===== config.mk =====
export PLATFORM = sky130hd
export DESIGN_NAME = conflict_table_flat
export DESIGN_NICKNAME = d
export VERILOG_FILES = /design/src/rtl/ct_pkg.sv /design/src/rtl/conflict_table_if.sv /design/src/rtl/ct_prio_enc.sv /design/src/rtl/conflict_table.sv /design/src/flat_wrapper.sv
export SDC_FILE = /design/constraint.sdc
export NUM_CORES = 2
export LEC_CHECK = 0
export ABC_AREA = 1
export CAP_MARGIN = 10
export CORE_UTILIZATION = 45
export CTS_CLUSTER_SIZE = 12
export DETAILED_ROUTE_END_ITERATION = 12
export RECOVER_POWER = 50
export SLEW_MARGIN = 20
export SYNTH_ARGS = -nofsm -noshare
export SYNTH_HDL_FRONTEND = slang
export SYNTH_SLANG_ARGS = --single-unit

===== constraint.sdc =====
create_clock -name clk -period 8.1 [get_ports clk]
set_clock_uncertainty 0.15 [all_clocks]
set_input_delay 2.025 -clock clk [delete_from_list [all_inputs] [get_ports clk]]
set_output_delay 2.025 -clock clk [all_outputs]
set_load 0.005 [all_outputs]

===== src/rtl/ct_pkg.sv =====
// Shared defaults and entry layout for the fully associative conflict table.
package ct_pkg;

  localparam int CT_DEPTH      = 16;
  localparam int CT_DATA_WIDTH = 64;
  localparam int CT_HASH_WIDTH = 12;

  typedef struct packed {
    logic                     valid;
    logic [CT_DATA_WIDTH-1:0] key;
    logic [CT_HASH_WIDTH-1:0] hash;
    logic [CT_HASH_WIDTH-1:0] map;
  } ct_entry_t;

endpackage


===== src/rtl/conflict_table_if.sv =====
// Request/response bundle between a table client (master) and the conflict table (slave).
interface conflict_table_if
  import ct_pkg::*;
#(
  parameter int DATA_WIDTH = CT_DATA_WIDTH,
  parameter int HASH_WIDTH = CT_HASH_WIDTH
);

  logic                  cs;
  logic                  we;
  logic [DATA_WIDTH-1:0] data;
  logic [HASH_WIDTH-1:0] hash_in;
  logic [HASH_WIDTH-1:0] map_in;
  logic                  match;
  logic [HASH_WIDTH-1:0] hash_out;
  logic [HASH_WIDTH-1:0] map_out;
  logic                  ct_full;

  modport master (
    output cs, we, data, hash_in, map_in,
    input  match, hash_out, map_out, ct_full
  );

  modport slave (
    input  cs, we, data, hash_in, map_in,
    output match, hash_out, map_out, ct_full
  );

endinterface


===== src/rtl/ct_prio_enc.sv =====
// Lowest-index priority encoder: reports whether any request is set and the index of the lowest one.
module ct_prio_enc #(
  parameter int N = 16,
  localparam int IW = (N > 1) ? $clog2(N) : 1
) (
  input  logic [N-1:0]  req,
  output logic          hit,
  output logic [IW-1:0] idx
);

  // Scanning downward lets the lowest set index win by overwriting last.
  always_comb begin
    hit = 1'b0;
    idx = '0;
    for (int i = N - 1; i >= 0; i--) begin
      if (req[i]) begin
        hit = 1'b1;
        idx = IW'(i);
      end
    end
  end

endmodule


===== src/rtl/conflict_table.sv =====
// Fully associative key -> {hash, map} table with one-cycle registered lookup and in-place overwrite.
module conflict_table
  import ct_pkg::*;
#(
  parameter int DEPTH      = CT_DEPTH,
  parameter int DATA_WIDTH = CT_DATA_WIDTH,
  parameter int HASH_WIDTH = CT_HASH_WIDTH
) (
  input logic             clk,
  input logic             rst,
  conflict_table_if.slave bus
);

  localparam int IW = (DEPTH > 1) ? $clog2(DEPTH) : 1;
  localparam int CW = $clog2(DEPTH + 1);
  localparam logic [CW-1:0] DEPTH_C = CW'(DEPTH);

  logic [DEPTH-1:0]      valid_reg;
  logic [DATA_WIDTH-1:0] key_reg  [DEPTH];
  logic [HASH_WIDTH-1:0] hash_reg [DEPTH];
  logic [HASH_WIDTH-1:0] map_reg  [DEPTH];
  logic [CW-1:0]         count_reg;
  logic                  full_reg;
  logic                  match_reg;
  logic [HASH_WIDTH-1:0] hash_out_reg;
  logic [HASH_WIDTH-1:0] map_out_reg;

  logic [DEPTH-1:0] hit_vec;
  logic [DEPTH-1:0] free_vec;
  logic             hit_any;
  logic [IW-1:0]    hit_idx;
  logic             free_any;
  logic [IW-1:0]    free_idx;

  // Invalid slots are masked out so stale keys (including all-zero) never hit.
  genvar gi;
  generate
    for (gi = 0; gi < DEPTH; gi++) begin : g_cmp
      assign hit_vec[gi]  = valid_reg[gi] && (key_reg[gi] == bus.data);
      assign free_vec[gi] = ~valid_reg[gi];
    end
  endgenerate

  ct_prio_enc #(.N(DEPTH)) u_hit_enc (
    .req (hit_vec),
    .hit (hit_any),
    .idx (hit_idx)
  );

  ct_prio_enc #(.N(DEPTH)) u_free_enc (
    .req (free_vec),
    .hit (free_any),
    .idx (free_idx)
  );

  always_ff @(posedge clk) begin
    if (rst) begin
      valid_reg    <= '0;
      count_reg    <= '0;
      full_reg     <= 1'b0;
      match_reg    <= 1'b0;
      hash_out_reg <= '0;
      map_out_reg  <= '0;
    end else begin
      match_reg <= 1'b0;
      if (bus.cs && !bus.we) begin
        if (hit_any) begin
          match_reg    <= 1'b1;
          hash_out_reg <= hash_reg[hit_idx];
          map_out_reg  <= map_reg[hit_idx];
        end
      end else if (bus.cs && bus.we) begin
        if (hit_any) begin
          hash_reg[hit_idx] <= bus.hash_in;
          map_reg[hit_idx]  <= bus.map_in;
        end else if (free_any) begin
          // A new key takes the lowest free slot; with no free slot the write is dropped.
          valid_reg[free_idx] <= 1'b1;
          key_reg[free_idx]   <= bus.data;
          hash_reg[free_idx]  <= bus.hash_in;
          map_reg[free_idx]   <= bus.map_in;
          count_reg           <= count_reg + 1'b1;
          full_reg            <= ((count_reg + 1'b1) == DEPTH_C);
        end
      end
    end
  end

  assign bus.match    = match_reg;
  assign bus.hash_out = hash_out_reg;
  assign bus.map_out  = map_out_reg;
  assign bus.ct_full  = full_reg;

endmodule


===== src/flat_wrapper.sv =====
// flat-port wrapper written by rule: the top's interface ports become plain ports
module conflict_table_flat import ct_pkg::*;
#(
  parameter int DEPTH      = CT_DEPTH,
  parameter int DATA_WIDTH = CT_DATA_WIDTH,
  parameter int HASH_WIDTH = CT_HASH_WIDTH
)
  (clk, rst, bus_cs, bus_we, bus_data, bus_hash_in, bus_map_in, bus_match, bus_hash_out, bus_map_out, bus_ct_full);
  conflict_table_if #(.DATA_WIDTH(DATA_WIDTH), .HASH_WIDTH(HASH_WIDTH)) bus_i ();
  input logic clk;
  input logic rst;
  input wire logic [$bits(bus_i.cs)-1:0] bus_cs;
  input wire logic [$bits(bus_i.we)-1:0] bus_we;
  input wire logic [$bits(bus_i.data)-1:0] bus_data;
  input wire logic [$bits(bus_i.hash_in)-1:0] bus_hash_in;
  input wire logic [$bits(bus_i.map_in)-1:0] bus_map_in;
  output wire logic [$bits(bus_i.match)-1:0] bus_match;
  output wire logic [$bits(bus_i.hash_out)-1:0] bus_hash_out;
  output wire logic [$bits(bus_i.map_out)-1:0] bus_map_out;
  output wire logic [$bits(bus_i.ct_full)-1:0] bus_ct_full;
  assign bus_i.cs = bus_cs;
  assign bus_i.we = bus_we;
  assign bus_i.data = bus_data;
  assign bus_i.hash_in = bus_hash_in;
  assign bus_i.map_in = bus_map_in;
  assign bus_match = bus_i.match;
  assign bus_hash_out = bus_i.hash_out;
  assign bus_map_out = bus_i.map_out;
  assign bus_ct_full = bus_i.ct_full;
  conflict_table #(.DEPTH(DEPTH), .DATA_WIDTH(DATA_WIDTH), .HASH_WIDTH(HASH_WIDTH)) u_core (.clk(clk), .rst(rst), .bus(bus_i));
endmodule

==> results.json <==
{
  "outcome": "finished, violations left",
  "violations": "max-capacitance violations, max-slew violations",
  "worst_setup_hold_path_clk_slew_ns": 0.06,
  "syn_nets": 5135,
  "cts.root.buffer_cell": "clkbuf_16",
  "globalRoute.totalOverflow": 0,
  "setup_slack_ns": 0.564,
  "place_congestion": 1.02,
  "number_of_global_route_vias_before_repair": 41800,
  "cpLargestDelayFamily": "buffers and inverters",
  "critPathLaunchType": "input pin",
  "post_route_cells_drive_above_1_share_pct": 9.72,
  "final_max_slew_viol_count": 333,
  "ctsHoldBuffers": 0,
  "synthesis.yosys.warnings": 0,
  "detail_route.drc_violations": 0,
  "cts_repair_resize_count": 0,
  "cts-buffers-inserted": 156,
  "worstPathCellList": "dlygate4sd3_1, clkbuf_1, clkbuf_1, xor2_1, nor4_1, nand3_1, nand2_2, nor2_1, nand2_1, nor2_2, nand2_4, inv_2, nand2_4, nor2_1, nand2_1, nor2_4, buf_12",
  "dp.cells": 6906,
  "design.core.area_sq_mm": 0.136,
  "ios": 118,
  "yosys.cell_types.count": 54,
  "worst_pin_slew_ns": 2.58,
  "worstSetupPathType": "in2reg",
  "yosys-top-cells-area": "edfxtp_1 68%, nand2_1 6.4%, nand3_1 4.2%, xnor2_1 2.3%, xor2_1 2.0%",
  "start_util_pct": 45.5,
  "crit_buf_inv": 5,
  "grt.total_usage_pct": 33.6,
  "synth.cell_area_sq_mm": 0.0619,
  "worst_ep_required_time_ns": 8.48,
  "detail_route.first_pass.iterations": 8,
  "cts_tree": "yes",
  "post_synth_edffs": 1408,
  "hold_path_class": "reg2reg",
  "delay_of_the_slowest_critical_path_stage_ns": 1.21,
  "setup_violations": 0,
  "ys_seq_area_share_pct": 69.8,
  "postSynthRegisterBits": 1455,
  "cts_post_setup_buffers_inserted": 0,
  "core.rowCount": 135,
  "layout.nets": 5378,
  "max-cap-violations": 22,
  "die_x_um": 373,
  "max-vdd-ir-drop_v": 0.000181,
  "grt_pass1_wl_mm": 325,
  "powerDensity_mw_per_mm2": 228,
  "path_max_fanout": 28,
  "pin_count_of_the_biggest_net_entering_global_routing": 195,
  "placement.setup.worst_slack_ns": 0.762,
  "number_of_antenna_violations_at_the_first_check_in_global_routing": 26,
  "leakage_nw": 24.3,
  "count_of_fill_cells_added_during_filler_insertion": 11500,
  "viasPerCell": 6.33,
  "area_growth_from_synthesis_to_final_layout_pct": 14.6,
  "drt_iter0_drc": 8662,
  "timing.fmax_ghz": 0.133,
  "final_hold_viol_count": 0,
  "floorplan.die_area_sq_mm": 0.139,
  "rsz_0062_raised_after_global_routing": "no",
  "max-slew-margin-rel_pct": -72.0,
  "cts.sink_count": 1455,
  "endpoint_kind": "flip-flop",
  "setup_total_negative_slack_ns": 0,
  "final.hold.worst_slack_ns": 0.364,
  "timing.final.crit_share_pct": 93.0,
  "critical_path_depth": 17,
  "multi_input_area_sq_mm": 0.0166,
  "synthDominantCellAreaShare_pct": 68.3,
  "die_y_extent_um": 373,
  "place.detailed.hpwl_mm": 144,
  "cp_slowest_cell": "clkbuf_1",
  "clockBufferDepth": 3,
  "shortest_clock_period_the_worst_path_allows_after_layout_ns": 7.54,
  "register_area_sq_mm": 0.0432,
  "vias": 45600,
  "largest_reg_flops": 1024,
  "routedWlPerCell_um": 32.9,
  "async_reset_ff_share_pct": 0,
  "syn-instance-count": 5041,
  "syn-mean-instance-area_sq_um": 12.3,
  "total_of_buffers_placed_on_input_and_output_ports": 117,
  "clk_latency_ns": 0.83,
  "worst_r2r_path_depth": 18,
  "cts.htree.levels": 4,
  "cp.arrival_ns": 7.92,
  "detail-route-antenna-nets": 0,
  "wirelength_mm": 237,
  "hold_depth": 2,
  "most_used_flip_flop_cell_after_synthesis": "edfxtp_1",
  "final_cell_count_no_fill": 7207,
  "synth_area_leader_cell": "edfxtp_1"
}
Yosys cell counts, drive strengths merged (2+ instances only):
master and number:
edfxtp 1408, nand2 1065, nand3 522, nor2 314
o21ai 259, inv 216, buf 212, o22ai 185
xnor2 166, xor2 138, nor4 93, a22o 78
a221oi 60, nand4 56, or2 52, dfxtp 47
clkbuf 46, a21oi 27, a211oi 22, o2111ai 13
nor3 12, a2111oi 11, a22oi 8, nor4b 5
and3 3, o211ai 3, or4 3, a221o 2
a31oi 2, ha 2, nor3b 2
worst min-delay path, stage by stage, from the launching register on:
cell and delay, ns:
dfxtp_1 0.34, inv_1 0.07, a21oi_1 0.06
area by class of cell:
type,count,share of cell area (%)
multi-input cells,3112,23.5
flip-flops and latches,1455,60.9
clock buffers,215,5.93
diodes,17,0.0600
clock inverters,68,0.944
well taps,1781,3.14
inverters,216,1.15
repair buffers,343,4.37
metrics by stage:
stage          instance area [sq um]  utilization, %  power, mW
2_1_floorplan                  61900               -       8.79
6_report                       70900            52.2       16.2
3_5_place_dp                   66300            48.7       9.37
5_1_grt                        70900            52.1       16.5
3_3_place_gp                   66300            48.7       9.36
4_1_cts                        71100            52.3       16.2
report_power, final:
group          internal (mW)  switching, mW
Combinational          0.204          0.767
Clock                   3.85           3.05
Sequential              8.27         0.0110
routing by layer:
metal	vias to the layer above	GRT usage [%]	wire length, um
met1	22400	47.3	90700
met2	3674	46.8	97000
met5	-	0	47
met4	6	14.9	12100
li1	18900	-	-
met3	647	11.7	37400
worst paths after layout:
kind,start,to,slack [ns]
setup / recovery,bus_data[9],u_core.key_reg[8][37]$_DFFE_PP_,0.56
hold / removal,u_core.count_reg[0]$_SDFFE_PP0P_,u_core.count_reg[0]$_SDFFE_PP0P_,0.36
setup reg to reg,u_core.key_reg[14][28]$_DFFE_PP_,u_core.key_reg[8][37]$_DFFE_PP_,3.15
hold reg to reg,u_core.count_reg[0]$_SDFFE_PP0P_,u_core.count_reg[0]$_SDFFE_PP0P_,0.36
placed cells by master, fill, tap and decap left out, types with 32 or more instances in the layout:
master	n
o22ai_1	185
dlygate4sd3_1	77
xor2_1	138
nor4_1	90
nor2_1	281
nand2_1	1058
buf_4	103
a22o_1	78
inv_2	52
dfxtp_1	47
clkbuf_1	148
inv_1	163
buf_12	55
clkbuf_16	156
or2_2	52
nand4_1	56
nor2_4	32
nand3_1	520
xnor2_1	166
edfxtp_1	1408
a221oi_1	60
o21ai_0	234
cells by family after synthesis:
family	after synthesis	synth area share, %
XOR/XNOR	304	4.30
buffers and inverters	474	3.78
flip-flops	1455	69.8
adder cells (fa/ha/maj)	2	0.0404
AO/OA/AOI/OAI	676	7.07
AND/OR/NAND/NOR	2130	15.0
Power figures use the tool's default switching activity.
